`config.mk`:
```
export PLATFORM = sky130hd
export DESIGN_NAME = cpu_ctrl_fsm
export DESIGN_NICKNAME = d
export VERILOG_FILES = /design/src/rtl/cpu_ctrl_fsm.sv
export SDC_FILE = /design/constraint.sdc
export NUM_CORES = 1
export LEC_CHECK = 0
export ABC_AREA = 1
export CAP_MARGIN = 20
export CORE_MARGIN = 5
export CORE_UTILIZATION = 25
export CTS_BUF_LIST = sky130_fd_sc_hd__clkbuf_16
export CTS_CLUSTER_DIAMETER = 60
export CTS_CLUSTER_SIZE = 20
export DETAILED_ROUTE_END_ITERATION = 8
export SYNTH_ARGS = -nofsm -noshare
export SYNTH_HDL_FRONTEND = slang
export SYNTH_SLANG_ARGS = --single-unit
```
`constraint.sdc`:
```
create_clock -name clk -period 1.79 [get_ports clk]
set_input_delay 0.358 -clock clk [delete_from_list [all_inputs] [get_ports clk]]
set_output_delay 0.358 -clock clk [all_outputs]
set_load 0.05 [all_outputs]
```
`src/rtl/cpu_ctrl_fsm.sv`:
```
// Moore control FSM for the Simple RISC Machine: fetch, PC update, decode,
// execute and writeback sequencing, with every datapath strobe decoded from state.
module cpu_ctrl_fsm #(
    parameter logic [1:0] MNONE  = 2'b00,
    parameter logic [1:0] MREAD  = 2'b01,
    parameter logic [1:0] MWRITE = 2'b10
) (
    input  logic       clk,
    input  logic       reset,
    input  logic [2:0] opcode,
    input  logic [1:0] op,
    output logic [1:0] nsel,
    output logic [1:0] vsel,
    output logic       loada,
    output logic       loadb,
    output logic       loadc,
    output logic       loads,
    output logic       asel,
    output logic       bsel,
    output logic       write,
    output logic       load_ir,
    output logic       load_pc,
    output logic       reset_pc,
    output logic       load_addr,
    output logic       addr_sel,
    output logic [1:0] mem_cmd,
    output logic       done,
    output logic       halted,
    output logic [4:0] state
);

    typedef enum logic [4:0] {
        S_RST, S_IF1, S_IF2, S_UPC, S_DEC, S_WIMM, S_GA, S_GB, S_MOVC, S_ALU,
        S_CMP, S_WRD, S_ADDR, S_LDA, S_RD1, S_RD2, S_SGB, S_SMOV, S_WR, S_HALT
    } state_t;

    // Instruction class remembered from DEC so shared states (GA, GB, LDA) can branch
    // without looking at opcode/op again.
    typedef enum logic [2:0] {K_MOV, K_ALU, K_CMP, K_LDR, K_STR} kind_t;

    localparam logic [1:0] NSEL_RN = 2'd0, NSEL_RD = 2'd1, NSEL_RM = 2'd2;
    localparam logic [1:0] VSEL_MDATA = 2'd0, VSEL_IMM = 2'd1, VSEL_C = 2'd3;

    state_t cur, nxt;
    kind_t  kind, kind_nxt;

    // NOTE: sequential state uses non-blocking (<=) so every flop samples pre-edge values.
    always_ff @(posedge clk or posedge reset) begin
        if (reset) begin
            cur  <= S_RST;
            kind <= K_MOV;
        end else begin
            cur  <= nxt;
            kind <= kind_nxt;
        end
    end

    assign state = cur;

    // NOTE: every output gets a default before the case, so no path can infer a latch.
    always_comb begin
        nxt = cur;
        kind_nxt = kind;
        nsel = NSEL_RN; vsel = VSEL_MDATA; mem_cmd = MNONE;
        loada = 1'b0; loadb = 1'b0; loadc = 1'b0; loads = 1'b0;
        asel = 1'b0; bsel = 1'b0; write = 1'b0; load_ir = 1'b0;
        load_pc = 1'b0; reset_pc = 1'b0; load_addr = 1'b0; addr_sel = 1'b0;
        done = 1'b0; halted = 1'b0;

        unique case (cur)
            S_RST:  begin reset_pc = 1'b1; load_pc = 1'b1; nxt = S_IF1; end
            S_IF1:  begin addr_sel = 1'b1; mem_cmd = MREAD; nxt = S_IF2; end
            S_IF2:  begin addr_sel = 1'b1; mem_cmd = MREAD; load_ir = 1'b1; nxt = S_UPC; end
            S_UPC:  begin load_pc = 1'b1; nxt = S_DEC; end
            S_DEC: begin
                unique case ({opcode, op})
                    5'b110_10: nxt = S_WIMM;
                    5'b110_00, 5'b101_11: begin nxt = S_GB; kind_nxt = K_MOV; end
                    5'b101_00, 5'b101_10: begin nxt = S_GA; kind_nxt = K_ALU; end
                    5'b101_01: begin nxt = S_GA; kind_nxt = K_CMP; end
                    5'b011_00: begin nxt = S_GA; kind_nxt = K_LDR; end
                    5'b100_00: begin nxt = S_GA; kind_nxt = K_STR; end
                    default:   nxt = S_HALT;
                endcase
            end
            S_WIMM: begin nsel = NSEL_RN; vsel = VSEL_IMM; write = 1'b1; done = 1'b1; nxt = S_IF1; end
            S_GA: begin
                nsel = NSEL_RN; loada = 1'b1;
                nxt = (kind == K_LDR || kind == K_STR) ? S_ADDR : S_GB;
            end
            S_GB: begin
                nsel = NSEL_RM; loadb = 1'b1;
                unique case (kind)
                    K_MOV:   nxt = S_MOVC;
                    K_CMP:   nxt = S_CMP;
                    default: nxt = S_ALU;
                endcase
            end
            S_MOVC: begin asel = 1'b1; loadc = 1'b1; nxt = S_WRD; end
            S_ALU:  begin loadc = 1'b1; nxt = S_WRD; end
            S_CMP:  begin loads = 1'b1; done = 1'b1; nxt = S_IF1; end
            S_WRD:  begin nsel = NSEL_RD; vsel = VSEL_C; write = 1'b1; done = 1'b1; nxt = S_IF1; end
            S_ADDR: begin bsel = 1'b1; loadc = 1'b1; nxt = S_LDA; end
            S_LDA:  begin load_addr = 1'b1; nxt = (kind == K_STR) ? S_SGB : S_RD1; end
            S_RD1:  begin mem_cmd = MREAD; nxt = S_RD2; end
            S_RD2: begin
                mem_cmd = MREAD; nsel = NSEL_RD; vsel = VSEL_MDATA;
                write = 1'b1; done = 1'b1; nxt = S_IF1;
            end
            S_SGB:  begin nsel = NSEL_RD; loadb = 1'b1; nxt = S_SMOV; end
            S_SMOV: begin asel = 1'b1; loadc = 1'b1; nxt = S_WR; end
            S_WR:   begin mem_cmd = MWRITE; done = 1'b1; nxt = S_IF1; end
            S_HALT: begin halted = 1'b1; nxt = S_HALT; end
            default: nxt = S_RST;
        endcase
    end

endmodule

```
; After elaboration in Yosys (flattened, before gate mapping)
; Index checks and enable logic that the tools add are counted.
[word_totals]
regBits = 8
latchBits = 0
ram_bits = 0
rom_bits = 0
n_memories = 0
[classes]
add_sub_neg = 0
n_mul = 0
n_div = 0
order_cmp = 0
n_eq_ne = 30
shift = 0
muxes = 23
n_bitwise = 0
reduce_logical = 19
[ops]
columns = operator, n
row1 = $pmux W5 S14, 1
row2 = $eq A5 B5 Y1 const B, 11
row3 = $eq A5 B4 Y1 const B, 9
row4 = $eq A5 B3 Y1 const B, 4
row5 = $pmux W2 S2, 4
row6 = $pmux W3 S5, 1
row7 = $pmux W5 S3, 1
row8 = $mux W1, 14
row9 = $reduce_or A2 Y1, 7
row10 = $eq A5 B2 Y1 const B, 2
row11 = $reduce_or A5 Y1, 2
row12 = $reduce_or A4 Y1, 2
row13 = $eq A3 B2 Y1 const B, 2
row14 = $reduce_or A3 Y1, 2
row15 = $reduce_or A6 Y1, 1
row16 = $eq A5 B1 Y1 const B, 1
row17 = $logic_not A5 Y1, 1
row18 = $mux W5, 1
row19 = $reduce_bool A5 Y1, 1
row20 = $mux W4, 1
row21 = $eq A3 B3 Y1 const B, 1
row22 = $logic_not A3 Y1, 1
row23 = $reduce_and A2 Y1, 1
row24 = $logic_or A1 B1 Y1, 1

; Longest topological paths before layout
[depth]
ltp_word = 4
depth_mapped = 9
depth_no_buf = 9

; Least setup slack after synthesis
; No wires, ideal clock.
[synth_path]
path_type = register -> output
startpoint = register cur[4] (netlist: state[4])
endpoint = output loadc
arrival_ns = 2.275
required_ns = 1.432
setup_slack_ns = -0.843
path_stages_with_launch = 7
n_path_buf = 1
cell_sequence = dfrtp_1 > buf_2 > nor2_4 > nand2_2 > nor2_1 > inv_1 > nand2_1
[synth_via]
elab_chain_cells = 3
elab_cells_between_ends = 6
classes_between = eq/ne (4) / mux (1) / reduce/logical (1)
[synth_rtl]
columns = item, line
row1 = from (decl), 44  ; state_t cur, nxt;
row2 = from (signal assigned), 53  ; cur <= nxt;
row3 = $eq A5 B5 Y1 or $eq A5 B4 Y1 (tied branches), 70  ; unique case (cur)
row4 = $reduce_or A4 Y1 (no source line) *, --
row5 = $mux W1 *, 70
row6 = to (decl), 16  ; output logic loadc,
; Every way passes the cells marked *; elsewhere a longest branch is shown, timed or not.

; Final worst setup path
[layout_path]
startpoint = register cur[1] (netlist: state[1])
endpoint = output mem_cmd[0]
[layout_via]
elab_chain_cells = 3
elab_cells_between_ends = 7
classes_between = eq/ne (5) / mux (1) / reduce/logical (1)
[layout_rtl]
columns = item, line
row1 = $eq A5 B4 Y1 (tied with other cells), 70
row2 = $reduce_or A4 Y1 (no source line), --
row3 = $pmux W2 S2 *, 70
row4 = to (decl), 26  ; output logic [1:0] mem_cmd,
; Marked as above.

==> run summary <==
The area used by multi-input combinational logic came out at around 610 um2. The top cell types in the final layout, fill and taps aside, are 38 x sky130_fd_sc_hd__nand2_1, 25 x sky130_fd_sc_hd__nor2_1, 22 x sky130_fd_sc_hd__inv_1. The number of warnings issued by yosys came out at 0. The arrival time reported for the critical path endpoint is 1490 ps. The CTS clock-pin slew for the worst setup and hold paths came out at 40 ps. The number of global-route vias before repair came out at 1110. In this run the vertical extent of the chip is slightly below 70 um.

The CTS H-tree depth came out at 1. In this run, CTS created clock tree buffers numbering 3. The netlist uses 18 different library cells. The worst setup path is captured at an output pin. The max-cap check violation count is 0. Data on the critical path is required at its endpoint by about 1400 ps. The detailed-router iteration count before antenna repair is 4. The insertion delay of the later-clocked pin in the worst-skew pair came out at between 200 and 250 ps. The initial utilization of the core area, before any placement, comes to 26.6%. The filler cell count in the final layout came out at between 300 and 400. Static timing analysis puts the maximum clock frequency at between 500 and 600 MHz. The violation count after the first detailed-routing iteration is 38. The number of nets at the end of the flow came out at 209. The layout overhead on the synthesized area is 102%. The depth of the worst register-to-register path came out at 9. Dividing total power by cell area gives a power density of 2130 nW/um2. The endpoint of the most critical setup path is mem_cmd[0]. The sequential element share of the synthesized area came out at 24.3%. The largest single stage delay on the critical path is roughly 410 ps.

Measured along the x axis, the die boundary spans 67.4 um. In the finished design, the share of the clock period the worst path needs comes to 103%. The peak supply drop came out at 1.01 mV. The worst setup slack for register-to-register paths came out at 280 ps. The setup clock skew after layout is 3.81 ps. TritonCTS built the clock tree.

The cell repeated most along the worst path is sky130_fd_sc_hd__nand2_2. Setup violations remaining at the end of the flow were counted as 7. The most critical setup path has its startpoint at state[1]. Of all cell types, the one taking the most synthesized area is sky130_fd_sc_hd__dfrtp_1. The combined global-route utilization of all metal layers came out at approximately 14%. The DRC violation count after routing is 0.

The total clock sinks came out at 8. After synthesis, the cell types taking the most area are sky130_fd_sc_hd__dfrtp_1 24%, sky130_fd_sc_hd__nand2_1 23%, sky130_fd_sc_hd__nor2_1 15%. The critical path launch point type is a flop. The total die area came out at 4550 um2. The ratio of routed vias to standard cells is 4.67. The wire length of the first global-routing pass is 4930 um. Cells fill 53.7% of the core in the end. Overall power consumption after layout is estimated at 3.55 mW. Summing all flip-flop and latch instances after layout gives 206 um2. The per-cell routed wire length came out at 12.4 um. The residual overflow from global routing came out at 0.

The number of antenna violations at the first check in global routing came out at 0. The checks that failed: negative setup slack. The average cell area after synthesis came out at 5.42 um2. Once detail routing completed, the nets flagged for antenna violations numbered 0.

Setup repair after global routing could not meet its margin everywhere. The area fraction of the dominant cell type after synthesis came out at 24.3%. Summing every instance area after synthesis gives 825 um2. The pin count of the biggest net entering global routing is 9. The final max-slew violation count is 0. The fraction of layout instances using a drive strength above 1 came out at 38.8%. In this run the worst path has a maximum fanout of 5. The floorplan core area came out at 3100 um2. The run finished, with violations left. The max-slew headroom at the worst pin is approximately 80%.

The detailed router placed 1144 vias in this run. Among all stages on the critical path, the largest delay is contributed by sky130_fd_sc_hd__dfrtp_2. The last weighted congestion value of the routability-driven placer came out at 0.837. The critical path goes through buf_6 > nor2_4 > nand2_2 > nand2_2 > nand2_2 > clkinvlp_4 > nor2_4 > nand2_4 > buf_12. The count of buffers inserted at the top-level ports came out at 31. The instance count of the mapped netlist came out at 152.

Once routing completed, OpenROAD measured the worst setup slack at -57.8 ps. Counting flops and latches in the post-synthesis netlist gives 8. Synthesis produced a netlist with a net count of 159. The floorplan row count is 20. The number of antenna diodes is 0. The analysis attributes to cell leakage a power of 0.874 nW. The maximum clock path buffer count came out at 2. The I/O pin total is 32. The total half-perimeter wirelength after legalization and detailed placement came out at ~2300 um. The measured slew at the worst slew-check pin came out at 287 ps. Leaving out fill and tap cells, the most frequent cell in the layout is sky130_fd_sc_hd__nand2_1.

The setup path with the least slack is of type flop to output pin. The endpoint identified for the worst register-to-register timing path is state[0]. The count of endpoints failing hold in the final timing report is 0. The tightest min-delay check is of the input pin to async pin type. The post-route minimum period is 1850 ps. The critical register-to-register path startpoint is state[1]. The number of hold buffers added after CTS was 0. Clock tree synthesis selected as its root buffer the cell sky130_fd_sc_hd__clkbuf_16. The sum of routed wire length over all layers came out at 3040 um.
==> repair_timing <==
item / CTS / global route
setup endpoints to repair: 9 / 18
pin swaps: 4 / 5
resized for setup: 11 / 11
buffers inserted: 9 / 3
==> Yosys cell counts, drive strengths merged <==
| master | number |
|---|---|
| a21oi | 2 |
| a31o | 1 |
| and3 | 1 |
| buf | 1 |
| dfrtp | 8 |
| inv | 24 |
| nand2 | 52 |
| nand3 | 16 |
| nand4 | 3 |
| nor2 | 36 |
| nor3 | 2 |
| nor3b | 1 |
| o21ai | 4 |
| o31ai | 1 |
==> per-stage QoR <==
stage / setup WS, ps / cell area (um2) / hold WS (ps) / cells / setup TNS (ps)
floorplan: -167 / 871 / 173 / 152 / -785
global placement: 44.8 / 1440 / 506 / 229 / 0
detailed placement: -28.1 / 1440 / 512 / 229 / -30.8
CTS: -27.6 / 1610 / 367 / 242 / -83.0
global route: -104 / 1670 / 410 / 245 / -961
finish: -57.8 / 1670 / 361 / 245 / -234
==> final cells by class <==
cell class                 instances  area share, %
clock inverter                     1          0.225
inverter                          24           5.63
sequential                         8           12.4
timing repair buffer              46           37.5
tap                               44           3.30
multi-input combinational        119           36.4
clock buffer                       3           4.50
==> metal layers <==
metal | vias up | global-route usage (%) | part of all wire (%)
li1 | 573 | - | -
met4 | 0 | 7.34 | 2.7
met2 | 43 | 26.6 | 52
met3 | 7 | 2.83 | 6.2
met1 | 521 | 14.6 | 39
met5 | - | 0 | 0
==> worst min-delay path by stage <==
stage / startpoint / end / depth (start not counted)
4_1_cts: reset / state[0] / 2
6_report: reset / state[0] / 2
2_1_floorplan: reset / kind[0] / 1
5_1_grt: reset / state[0] / 2
3_5_place_dp: kind[2] / kind[2] / 2
3_3_place_gp: kind[2] / kind[2] / 2
==> worst max-delay path: cells and delay by family (launching register included) <==
family | cells | cell delay, ps
buffers and inverters | 3 | 350
DFF | 1 | 410
and+or+nand+nor | 6 | 490
==> power by group <==
group / leakage, nW / switching (mW) / internal [mW]
clock: 0.0423 / 0.0872 / 0.291
combinational: 0.733 / 1.64 / 1.16
sequential: 0.0991 / 0.112 / 0.259
total: 0.874 / 1.84 / 1.71
==> sequential cells by signal, indices dropped and copies added (netlist names) <==
signal and count:
state 5, kind 3
==> logic make-up (layout without fill, tap and decap cells) <==
| group | after synthesis | count (layout) | synth area share, % |
|---|---|---|---|
| and+or+nand+nor | 111 | 111 | 58.6 |
| DFF | 8 | 8 | 24.3 |
| buffers and inverters | 25 | 74 | 11.5 |
| AOI/OAI and AO/OA | 8 | 8 | 5.61 |
Note: power is estimated with default switching activity, not from simulation.
